$ cat config.mk
export PLATFORM = sky130hd
export DESIGN_NAME = bitty_fetch_ctrl_flat
export DESIGN_NICKNAME = d
export VERILOG_FILES = /design/src/rtl/bitty_pkg.sv /design/src/rtl/bitty_fetch_ctrl_if.sv /design/src/rtl/bitty_fetch_ctrl.sv /design/src/flat_wrapper.sv
export SDC_FILE = /design/constraint.sdc
export NUM_CORES = 1
export LEC_CHECK = 0
export ABC_AREA = 1
export CORE_UTILIZATION = 51
export CTS_BUF_LIST = sky130_fd_sc_hd__clkbuf_4 sky130_fd_sc_hd__clkbuf_8
export DETAILED_ROUTE_END_ITERATION = 8
export HOLD_SLACK_MARGIN = 0.08
export PLACE_DENSITY_LB_ADDON = 0.12
export SETUP_SLACK_MARGIN = 0.05
export SYNTH_ARGS = -nofsm -noshare
export SYNTH_HDL_FRONTEND = slang
export SYNTH_SLANG_ARGS = --single-unit
$ cat constraint.sdc
create_clock -name clk -period 3.8 [get_ports clk]
set_input_delay 0.76 -clock clk [delete_from_list [all_inputs] [get_ports clk]]
set_output_delay 0.76 -clock clk [all_outputs]
set_load 0.02 [all_outputs]
$ cat src/rtl/bitty_pkg.sv
// Shared definitions for the Bitty fetch sequencer, assembler and test bench.
package bitty_pkg;

   localparam int unsigned INST_W = 16;

   // Encoding the sequencer treats as "stop here"; it is never issued to the cpu.
   localparam logic [INST_W-1:0] HALT_INST_DEFAULT = 16'hFFFF;

   typedef enum logic [2:0] {
      StIdle,
      StFetch,
      StWaitMem,
      StIssue,
      StExec,
      StFault
   } fetch_state_e;

endpackage

$ cat src/rtl/bitty_fetch_ctrl_if.sv
// Instruction-memory read port and cpu issue/retire handshake of the fetch sequencer.
interface bitty_fetch_ctrl_if #(
   parameter int unsigned ADDR_W = 8
);
   import bitty_pkg::*;

   logic [ADDR_W-1:0] mem_addr;
   logic              mem_rd;
   logic [INST_W-1:0] mem_rdata;
   logic              mem_rvalid;
   logic [INST_W-1:0] d_inst;
   logic              run;
   logic              done;
   logic              branch_taken;
   logic [ADDR_W-1:0] branch_target;

   modport master (
      output mem_addr, mem_rd, d_inst, run,
      input  mem_rdata, mem_rvalid, done, branch_taken, branch_target
   );

   modport slave (
      input  mem_addr, mem_rd, d_inst, run,
      output mem_rdata, mem_rvalid, done, branch_taken, branch_target
   );

endinterface

$ cat src/rtl/bitty_fetch_ctrl.sv
// Program sequencer for the Bitty cpu: fetch, issue, wait for retire, advance or branch.
// Owns the PC, instruction register, retire counter and the memory-timeout fault.
module bitty_fetch_ctrl
   import bitty_pkg::*;
#(
   parameter int unsigned       ADDR_W      = 8,
   parameter logic [ADDR_W-1:0] RESET_PC    = '0,
   parameter logic [INST_W-1:0] HALT_INST   = HALT_INST_DEFAULT,
   parameter int unsigned       MEM_TIMEOUT = 15
) (
   input  logic                      clk,
   input  logic                      reset,
   input  logic                      start,
   input  logic                      stop,
   bitty_fetch_ctrl_if.master        bus,
   output logic [ADDR_W-1:0]         pc,
   output logic                      busy,
   output logic                      fault,
   output logic [15:0]               retired
);

   // Counter only has to hold MEM_TIMEOUT-1 (4 bits for the default of 15).
   localparam int unsigned TO_W = (MEM_TIMEOUT > 1) ? $clog2(MEM_TIMEOUT) : 1;
   localparam logic [TO_W-1:0] TO_LOAD = TO_W'(MEM_TIMEOUT - 1);

   fetch_state_e      state_q, state_d;
   logic [ADDR_W-1:0] pc_q, pc_d;
   logic [INST_W-1:0] ir_q, ir_d;
   logic [15:0]       retired_q, retired_d;
   logic              stop_pending_q, stop_pending_d;
   logic [TO_W-1:0]   to_cnt_q, to_cnt_d;

   always_ff @(posedge clk) begin
      if (reset) begin
         state_q        <= StIdle;
         pc_q           <= RESET_PC;
         ir_q           <= '0;
         retired_q      <= '0;
         stop_pending_q <= 1'b0;
         to_cnt_q       <= '0;
      end else begin
         state_q        <= state_d;
         pc_q           <= pc_d;
         ir_q           <= ir_d;
         retired_q      <= retired_d;
         stop_pending_q <= stop_pending_d;
         to_cnt_q       <= to_cnt_d;
      end
   end

   always_comb begin
      state_d        = state_q;
      pc_d           = pc_q;
      ir_d           = ir_q;
      retired_d      = retired_q;
      stop_pending_d = stop_pending_q;
      to_cnt_d       = to_cnt_q;

      unique case (state_q)
         StIdle: begin
            if (start && !stop) state_d = StFetch;
         end
         StFetch: begin
            if (stop) stop_pending_d = 1'b1;
            to_cnt_d = TO_LOAD;
            state_d  = StWaitMem;
         end
         StWaitMem: begin
            if (stop) stop_pending_d = 1'b1;
            if (bus.mem_rvalid) begin
               ir_d = bus.mem_rdata;
               if (bus.mem_rdata == HALT_INST) begin
                  state_d        = StIdle;
                  stop_pending_d = 1'b0;
               end else begin
                  state_d = StIssue;
               end
            end else if (to_cnt_q == '0) begin
               state_d = StFault;
            end else begin
               to_cnt_d = to_cnt_q - TO_W'(1);
            end
         end
         StIssue: begin
            if (stop) stop_pending_d = 1'b1;
            state_d = StExec;
         end
         StExec: begin
            if (stop) stop_pending_d = 1'b1;
            if (bus.done) begin
               retired_d = retired_q + 16'd1;
               pc_d      = bus.branch_taken ? bus.branch_target : pc_q + ADDR_W'(1);
               if (stop_pending_q || stop) begin
                  state_d        = StIdle;
                  stop_pending_d = 1'b0;
               end else begin
                  state_d = StFetch;
               end
            end
         end
         StFault: begin
            // Sticky: only reset leaves this state.
            state_d = StFault;
         end
         default: state_d = StIdle;
      endcase
   end

   assign bus.mem_addr = pc_q;
   assign bus.mem_rd   = (state_q == StFetch);
   assign bus.run      = (state_q == StIssue);
   assign bus.d_inst   = ir_q;
   assign pc           = pc_q;
   assign busy         = (state_q != StIdle) && (state_q != StFault);
   assign fault        = (state_q == StFault);
   assign retired      = retired_q;

endmodule
$ cat src/flat_wrapper.sv
// flat-port wrapper written by rule: the top's interface ports become plain ports
module bitty_fetch_ctrl_flat import bitty_pkg::*;
#(
   parameter int unsigned       ADDR_W      = 8,
   parameter logic [ADDR_W-1:0] RESET_PC    = '0,
   parameter logic [INST_W-1:0] HALT_INST   = HALT_INST_DEFAULT,
   parameter int unsigned       MEM_TIMEOUT = 15
)
  (clk, reset, start, stop, pc, busy, fault, retired, bus_mem_addr, bus_mem_rd, bus_d_inst, bus_run, bus_mem_rdata, bus_mem_rvalid, bus_done, bus_branch_taken, bus_branch_target);
  bitty_fetch_ctrl_if #(.ADDR_W(ADDR_W)) bus_i ();
  input  logic clk;
  input  logic reset;
  input  logic start;
  input  logic stop;
  output logic [ADDR_W-1:0] pc;
  output logic busy;
  output logic fault;
  output logic [15:0] retired;
  output wire logic [$bits(bus_i.mem_addr)-1:0] bus_mem_addr;
  output wire logic [$bits(bus_i.mem_rd)-1:0] bus_mem_rd;
  output wire logic [$bits(bus_i.d_inst)-1:0] bus_d_inst;
  output wire logic [$bits(bus_i.run)-1:0] bus_run;
  input wire logic [$bits(bus_i.mem_rdata)-1:0] bus_mem_rdata;
  input wire logic [$bits(bus_i.mem_rvalid)-1:0] bus_mem_rvalid;
  input wire logic [$bits(bus_i.done)-1:0] bus_done;
  input wire logic [$bits(bus_i.branch_taken)-1:0] bus_branch_taken;
  input wire logic [$bits(bus_i.branch_target)-1:0] bus_branch_target;
  assign bus_mem_addr = bus_i.mem_addr;
  assign bus_mem_rd = bus_i.mem_rd;
  assign bus_d_inst = bus_i.d_inst;
  assign bus_run = bus_i.run;
  assign bus_i.mem_rdata = bus_mem_rdata;
  assign bus_i.mem_rvalid = bus_mem_rvalid;
  assign bus_i.done = bus_done;
  assign bus_i.branch_taken = bus_branch_taken;
  assign bus_i.branch_target = bus_branch_target;
  bitty_fetch_ctrl #(.ADDR_W(ADDR_W), .RESET_PC(RESET_PC), .HALT_INST(HALT_INST), .MEM_TIMEOUT(MEM_TIMEOUT)) u_core (.clk(clk), .reset(reset), .start(start), .stop(stop), .bus(bus_i), .pc(pc), .busy(busy), .fault(fault), .retired(retired));
endmodule
==> impl_table.tex, run 1 <==
\begin{tabular}{lr}
\hline
Metric & Value \\
\hline
\multicolumn{2}{l}{\textbf{Run status}} \\
\quad Result of the run & complete, no violations \\
\multicolumn{2}{l}{\textbf{Placed design}} \\
\quad I/O Buffers & 82 \\
\quad Placed wire-length estimate & 4290 um \\
\quad Gpl congestion & 0.775 \\
\multicolumn{2}{l}{\textbf{Power}} \\
\quad Logic pwr share & 37.5\% \\
\quad Cell leakage power & 1.28 nW \\
\quad Psw & 591 uW \\
\quad Power, Total & 1.62 mW \\
\quad Fraction of power spent switching nets & 36.6\% \\
\quad Internal power & 1.02 mW \\
\quad Worst IR Drop VDD & 0.278 mV \\
\quad Clk network pwr share & 23.2\% \\
\quad Register share of total power & 39.3\% \\
\quad Total power divided by cell area & 484 mW/mm2 \\
\multicolumn{2}{l}{\textbf{Clocking}} \\
\quad Worst-path clk slew & 0.09 ns \\
\quad Total clock buffers created by CTS & 5 \\
\quad Maximum root-to-sink buffer count & 2 \\
\quad Source-to-sink clock delay at the later pin of the worst-skew pair & 0.30 ns \\
\quad Max H-tree Level & 2 \\
\quad Number of resized instances in the post-cts repair step & 0 \\
\quad Post-CTS Hold Buffers & 0 \\
\quad Number of clock sinks & 48 \\
\quad Root Buffer Master & clkbuf\_8 \\
\quad TritonCTS clock tree & done \\
\quad Number of buffers inserted by post-CTS setup repair & 0 \\
\multicolumn{2}{l}{\textbf{Yosys}} \\
\quad Total of flip-flops plus latches after synthesis & 48 \\
\quad Syn Area/Cell & 6.85 um2 \\
\quad Number of enable flip-flop cells after synthesis & 0 \\
\quad Library cells used by synthesis & 30 \\
\quad Dominant synthesized flop cell & dfxtp\_1 \\
\quad Sequential cell area fraction in the yosys report & 38.9\% \\
\quad Portion of synthesized cell area occupied by the leading cell type & 38.9\% \\
\quad Mapped Nets & 395 \\
\quad Async set-reset flop share out of synthesis & 0\% \\
\quad Number of warnings printed during yosys synthesis & 0 \\
\quad Number of standard cells after synthesis & 361 \\
\quad Biggest area consumer among synthesized cells & dfxtp\_1 \\
\quad Cell types with the largest area share after synthesis & dfxtp\_1, nand2\_1, nor2\_1, o21ai\_0, a21oi\_1 \\
\quad Area of the mapped netlist & 0.00247 mm2 \\
\multicolumn{2}{l}{\textbf{Critical path}} \\
\quad Source of the worst register-to-register timing path & u\_core.state\_q[1]\$\_SDFFE\_PP0P\_ \\
\quad Maximum fanout encountered on the critical timing path & 4 \\
\quad Element type at the critical path start & flop \\
\quad Type of the setup path with the least slack & reg2out \\
\quad Endpoint type of the worst setup path & output pin \\
\quad Critical path origin & u\_core.state\_q[2]\$\_SDFFE\_PP0P\_ \\
\quad Required time of the critical path & 3.04 ns \\
\quad Worst-path cell with the longest stage delay & clkdlybuf4s50\_1 \\
\quad Worst-path cell chain & inv\_1 -> nor3\_1 -> clkdlybuf4s50\_1 \\
\quad Peak per-stage delay on the critical path & 0.67 ns \\
\quad Data arrival time of the critical path & 1.75 ns \\
\multicolumn{2}{l}{\textbf{STA}} \\
\quad Final Slew Violations & 0 \\
\quad Final sum of negative setup slack & 0 ns \\
\quad Unrepaired setup endpoints after global routing & false \\
\quad Number of setup violations in the final report & 0 \\
\quad Measured slew at the worst slew-check pin & 0.895 ns \\
\quad Worst rel slew slack & 40.3\% \\
\quad Final min period & 2.51 ns \\
\quad Worst clock skew on the final layout & 0.00607 ns \\
\quad Ratio of final minimum period to clock period & 66.0\% \\
\quad Maximum clock frequency & 398 MHz \\
\quad Hold violation count in the final report & 0 \\
\multicolumn{2}{l}{\textbf{Min path}} \\
\quad Min-delay src & u\_core.retired[10]\$\_SDFFE\_PP0P\_ \\
\quad Type of the most critical hold path & reg2reg \\
\multicolumn{2}{l}{\textbf{Drt}} \\
\quad Number of routed nets with antenna violations & 0 \\
\quad Wire length per cell after detailed routing & 12.4 um \\
\quad Detailed-routing iteration count for the pre-antenna-repair pass & 4 \\
\quad Routed Wire Length & 6030 um \\
\quad Drt first-iter violations & 152 \\
\quad Remaining design rule violation count & 0 \\
\quad Drt via density & 5.28 \\
\quad Vias after detailed routing & 2559 \\
\multicolumn{2}{l}{\textbf{Floorplanning}} \\
\quad Height of the die & 71.6 um \\
\quad Core region area & 0.00450 mm2 \\
\quad I/O pin total & 83 \\
\quad Die outline area & 0.00513 mm2 \\
\quad Effective utilization at floorplan & 54.9\% \\
\quad Row cnt & 24 \\
\quad Die Span X & 71.6 um \\
\multicolumn{2}{l}{\textbf{Finish}} \\
\quad Total area of sequential cells & 961 um2 \\
\quad Commonest cells after routing, fill and taps aside & clkdlybuf4s50\_1, nor2\_1, nand2\_1 \\
\quad Footprint of the multi-input gates & 0.00124 mm2 \\
\quad ANT cells & 0 \\
\quad Area added between synthesis and finish & 35.0\% \\
\quad Share of layout cells above drive strength 1 & 6.70\% \\
\quad Fill cell instance count of the final layout & 382 \\
\quad Number of nets in the final layout & 466 \\
\quad Most common cell after layout, fill and taps aside & clkdlybuf4s50\_1 \\
\multicolumn{2}{l}{\textbf{GRT}} \\
\quad Vias in the first global route & 2288 \\
\quad Global-route wire length before repair & 10000 um \\
\quad Largest net degree at the start of global routing & 37 \\
\quad Aggregate global-route resource usage & 24.4\% \\
\quad Total global routing overflow & 0 \\
\quad Number of antenna violations at the first check in global routing & 0 \\
\multicolumn{2}{l}{\textbf{Flow run}} \\
\quad Count of max-cap constraint violations & 0 \\
\hline
\end{tabular}
-- sequential cells by signal, summed over array words and instances, names as in the netlist --
name	count
u_core.to_cnt_q	4
u_core.stop_pending_q	1
u_core.retired	16
u_core.bus.mem_addr	8
u_core.bus.d_inst	16
u_core.state_q	3
-- final timing paths --
| path | to | slack, ns | cells after the start |
|---|---|---|---|
| max | fault | 1.29 | 3 |
| min | u_core.retired[10]$_SDFFE_PP0P_ | 0.49 | 2 |
| max reg2reg | u_core.retired[10]$_SDFFE_PP0P_ | 2.02 | 8 |
| min reg2reg | u_core.retired[10]$_SDFFE_PP0P_ | 0.49 | 2 |
-- power by group through the flow --
stage,Sequential [mW],Clock (mW),Combinational (mW)
2_1_floorplan,0.681,0,0.359
3_3_place_gp,0.641,0,0.585
3_5_place_dp,0.643,0,0.601
4_1_cts,0.633,0.376,0.605
5_1_grt,0.644,0.392,0.671
6_report,0.634,0.375,0.606
-- metrics by stage --
step	area (um2)	setup slack [ns]	instances	hold slack, ns	utilization, %
3_3_place_gp	3230	1.16	477	0.470	71.6
6_report	3340	1.29	485	0.494	74.1
5_1_grt	3340	1.15	485	0.527	74.1
4_1_cts	3340	1.28	485	0.496	74.1
2_1_floorplan	2470	1.76	361	0.456	-
3_5_place_dp	3230	1.08	477	0.480	71.6
-- critical path: cells and delay by family (launching register included) --
family | cells | cell delay [ns]
and+or+nand+nor | 1 | 0.30
DFF | 1 | 0.40
buffers and inverters | 2 | 0.75
-- layer usage --
metal	vias to the layer above	track usage [%]	wire length, um
met5	-	0	0
met4	0	7.19	57
met3	6	5.91	366
met2	80	41.7	2970
met1	1172	30.4	2640
li1	1301	-	-
-- Yosys cell counts (4+ instances only) --
cell and count:
dfxtp_1 48, inv_1 32, o21ai_1 10, nand2_1 67
nand3_1 19, clkbuf_1 4, a21oi_1 24, nor3_1 4
o21ai_0 36, inv_2 4, nor2_1 67, buf_6 4
buf_4 9
-- cell families after synthesis --
group           after synthesis  share of synthesized area, %
xor+xnor                      4                          1.42
buf+inv                      55                          11.0
simple gates                176                          31.2
flops                        48                          38.9
compound gates               75                          15.9
fa+ha+maj                     3                          1.52
-- area by class of cell --
type / count / share of cell area, %
timing repair buffer: 82 / 24.6
tap: 52 / 1.95
multi-input combinational: 258 / 37.1
sequential: 48 / 28.8
clock inverter: 3 / 1.27
clock buffer: 5 / 2.06
inverter: 37 / 4.24
Power figures use the tool's default switching activity.
==> run 2, diff against run 1 <==
--- a/config.mk
+++ b/config.mk
@@ -6,7 +6,7 @@
 export NUM_CORES = 1
 export LEC_CHECK = 0
 export ABC_AREA = 1
-export CORE_UTILIZATION = 51
+export CORE_UTILIZATION = 43
 export CTS_BUF_LIST = sky130_fd_sc_hd__clkbuf_4 sky130_fd_sc_hd__clkbuf_8
 export DETAILED_ROUTE_END_ITERATION = 8
 export HOLD_SLACK_MARGIN = 0.08
==> constraint.sdc (replaced) <==
create_clock -name clk -period 2.2 [get_ports clk]
set_input_delay 0.44 -clock clk [delete_from_list [all_inputs] [get_ports clk]]
set_output_delay 0.44 -clock clk [all_outputs]
set_load 0.02 [all_outputs]
==> run 2 against run 1 <==
Worst setup slack got worse by 1.2 ns. Sequential cell count did not move. Design area rose by 2.5%. First-iteration DRC count fell by 46%. Final cell count rose by 5.2%. Die area rose by 18%. Sequential power rose by 72%. Clock skew fell by 0.00078 ns. Via count fell by 2.9%. Clock-buffer cell count rose by 2. Total power rose by 75%. Critical path type unchanged. Largest power group unchanged. Sequential share of layout area fell by 0.72 points.
==> impl_table.tex, run 2 (synthesis gave the netlist of run 1 again) <==
\begin{tabular}{lr}
\hline
Metric & Value \\
\hline
\multicolumn{2}{l}{\textbf{Run status}} \\
\quad Result of the run & complete, no violations (unchanged) \\
\multicolumn{2}{l}{\textbf{Floorplanning}} \\
\quad I/O pin total & 83 (unchanged) \\
\quad Die Span X & 77.8 um (was 71.6 um) \\
\quad Effective utilization at floorplan & 44.6\% (was 54.9\%) \\
\quad Die outline area & 0.00606 mm2 (was 0.00513 mm2) \\
\quad Height of the die & 77.8 um (was 71.6 um) \\
\quad Core region area & 0.00554 mm2 (was 0.00450 mm2) \\
\quad Row cnt & 27 (was 24) \\
\multicolumn{2}{l}{\textbf{STA}} \\
\quad Final sum of negative setup slack & 0 ns (unchanged) \\
\quad Number of setup violations in the final report & 0 (unchanged) \\
\quad Final Slew Violations & 0 (unchanged) \\
\quad Hold violation count in the final report & 0 (unchanged) \\
\quad Ratio of final minimum period to clock period & 93.6\% \\
\quad Worst rel slew slack & 74.7\% (was 40.3\%) \\
\quad Worst clock skew on the final layout & 0.00529 ns (was 0.00607 ns) \\
\quad Unrepaired setup endpoints after global routing & true (was false) \\
\quad Measured slew at the worst slew-check pin & 0.378 ns (was 0.895 ns) \\
\quad Final min period & 2.06 ns \\
\quad Worst hold margin & 0.488 ns (was 0.494 ns) \\
\quad Maximum clock frequency & 485 MHz \\
\multicolumn{2}{l}{\textbf{Placed design}} \\
\quad Gpl congestion & 0.829 (was 0.775) \\
\quad Placed wire-length estimate & 4290 um (about the same) \\
\quad I/O Buffers & 82 (unchanged) \\
\multicolumn{2}{l}{\textbf{Flow run}} \\
\quad Count of max-cap constraint violations & 0 (unchanged) \\
\multicolumn{2}{l}{\textbf{Min path}} \\
\quad Count of cells along the worst hold path & 2 (unchanged) \\
\quad Min-delay src & u\_core.stop\_pending\_q\$\_SDFFE\_PP0P\_ (was u\_core.retired[10]\$\_SDFFE\_PP0P\_) \\
\quad Type of the most critical hold path & reg2reg (unchanged) \\
\quad Hold endpoint & u\_core.stop\_pending\_q\$\_SDFFE\_PP0P\_ (was u\_core.retired[10]\$\_SDFFE\_PP0P\_) \\
\multicolumn{2}{l}{\textbf{GRT}} \\
\quad Vias in the first global route & 2359 (was 2288) \\
\quad Global-route wire length before repair & 10100 um (was 10000 um) \\
\quad Aggregate global-route resource usage & 20.6\% (was 24.4\%) \\
\quad Total global routing overflow & 0 (unchanged) \\
\quad Number of antenna violations at the first check in global routing & 0 (unchanged) \\
\quad Largest net degree at the start of global routing & 37 (unchanged) \\
\multicolumn{2}{l}{\textbf{Drt}} \\
\quad Routed Wire Length & 5900 um (was 6030 um) \\
\quad Vias after detailed routing & 2486 (was 2559) \\
\quad Drt first-iter violations & 82 (was 152) \\
\quad Wire length per cell after detailed routing & 11.6 um (was 12.4 um) \\
\quad Remaining design rule violation count & 0 (unchanged) \\
\quad Number of routed nets with antenna violations & 0 (unchanged) \\
\quad Detailed-routing iteration count for the pre-antenna-repair pass & 4 (unchanged) \\
\quad Drt via density & 4.87 (was 5.28) \\
\multicolumn{2}{l}{\textbf{Critical path}} \\
\quad Type of the setup path with the least slack & reg2out (unchanged) \\
\quad Worst-path cell chain & inv\_2 -> nor2\_2 -> nand2\_1 -> inv\_1 -> clkdlybuf4s50\_1 (was inv\_1 -> nor3\_1 -> clkdlybuf4s50\_1) \\
\quad Endpoint type of the worst setup path & output pin (unchanged) \\
\quad Source of the worst register-to-register timing path & u\_core.retired[1]\$\_SDFFE\_PP0P\_ (was u\_core.state\_q[1]\$\_SDFFE\_PP0P\_) \\
\quad Peak per-stage delay on the critical path & 0.59 ns (was 0.67 ns) \\
\quad R2R Path End & u\_core.retired[10]\$\_SDFFE\_PP0P\_ (unchanged) \\
\quad Worst-path cell with the longest stage delay & clkdlybuf4s50\_1 (unchanged) \\
\quad Required time of the critical path & 1.76 ns (was 3.04 ns) \\
\quad Reg2Reg Depth & 8 (unchanged) \\
\quad Element type at the critical path start & flop (unchanged) \\
\quad Maximum fanout encountered on the critical timing path & 3 (was 4) \\
\quad Register-to-register setup slack & 0.58 ns (was 2.02 ns) \\
\quad Data arrival time of the critical path & 1.62 ns (was 1.75 ns) \\
\multicolumn{2}{l}{\textbf{Power}} \\
\quad Worst IR Drop VDD & 0.540 mV (was 0.278 mV) \\
\quad Cell leakage power & 1.33 nW (was 1.28 nW) \\
\quad Total power divided by cell area & 826 mW/mm2 (was 484 mW/mm2) \\
\multicolumn{2}{l}{\textbf{Clocking}} \\
\quad Worst-path clk slew & 0.09 ns (about the same) \\
\quad Max H-tree Level & 2 (unchanged) \\
\quad Source-to-sink clock delay at the later pin of the worst-skew pair & 0.30 ns (about the same) \\
\quad Number of buffers inserted by post-CTS setup repair & 0 (unchanged) \\
\quad Root Buffer Master & clkbuf\_8 (unchanged) \\
\quad Number of clock sinks & 48 (unchanged) \\
\quad Maximum root-to-sink buffer count & 2 (unchanged) \\
\quad TritonCTS clock tree & done (unchanged) \\
\quad Total clock buffers created by CTS & 5 (unchanged) \\
\multicolumn{2}{l}{\textbf{Finish}} \\
\quad ANT cells & 0 (unchanged) \\
\quad Commonest cells after routing, fill and taps aside & clkdlybuf4s50\_1, nand2\_1, nor2\_1 (was clkdlybuf4s50\_1, nor2\_1, nand2\_1) \\
\quad Share of layout cells above drive strength 1 & 8.22\% (was 6.70\%) \\
\quad Number of nets in the final layout & 471 (was 466) \\
\quad Most common cell after layout, fill and taps aside & clkdlybuf4s50\_1 (unchanged) \\
\quad Area added between synthesis and finish & 38.5\% (was 35.0\%) \\
\hline
\end{tabular}
==> run 2: cell type report <==
cell class,count,area [um2]
Clock buffer,7,96.3
Clock inverter,1,30.0
Fill cell,533,2120
Inverter,37,141
Multi-Input combinational cell,258,1250
Sequential cell,48,961
Tap cell,72,90.1
Timing Repair Buffer,87,858
==> run 2: critical path: cells and delay by family, from the launching register on <==
kind | cells | cell delay (ns)
buffers and inverters | 3 | 0.73
and+or+nand+nor | 2 | 0.21
DFF | 1 | 0.39
==> run 2: through the flow <==
stage	worst slack (ns)	total power [mW]	std cells	utilization [%]	area, um2
2_1_floorplan	0.479	1.80	361	-	2470
3_3_place_gp	0.256	2.13	502	59.4	3290
3_5_place_dp	0.216	2.15	502	59.4	3290
4_1_cts	0.0574	2.85	510	61.7	3420
5_1_grt	0.0178	3.02	510	61.8	3420
6_report	0.140	2.83	510	61.8	3420
==> run 2: power breakdown <==
| part | internal (mW) | switching [mW] | total, mW |
|---|---|---|---|
| registers | 0.994 | 0.100 | 1.09 |
| logic | 0.439 | 0.589 | 1.03 |
| clock network | 0.401 | 0.302 | 0.703 |
==> run 2: worst max path at each step <==
stage | start | end | cells past startpoint
6_report | u_core.state_q[0]$_SDFFE_PP0P_ | bus_run | 5
4_1_cts | u_core.state_q[0]$_SDFFE_PP0P_ | bus_run | 5
3_5_place_dp | bus_done | u_core.retired[10]$_SDFFE_PP0P_ | 8
2_1_floorplan | u_core.state_q[2]$_SDFFE_PP0P_ | busy | 3
3_3_place_gp | bus_done | u_core.retired[13]$_SDFFE_PP0P_ | 8
5_1_grt | u_core.state_q[0]$_SDFFE_PP0P_ | bus_run | 5
==> run 2: per-layer routing <==
layer / wire, um / global-route usage, % / vias up
met1: 2770 / 25.5 / 1122
met2: 2810 / 35.1 / 50
met4: 53 / 6.42 / 0
met3: 266 / 4.59 / 5
li1: - / - / 1309
met5: 0 / 0 / -
==> run 2: timing repair <==
item,4_1_cts,5_1_grt
setup endpoints to repair,3,2
resized for setup,3,2
hold buffers,0,0
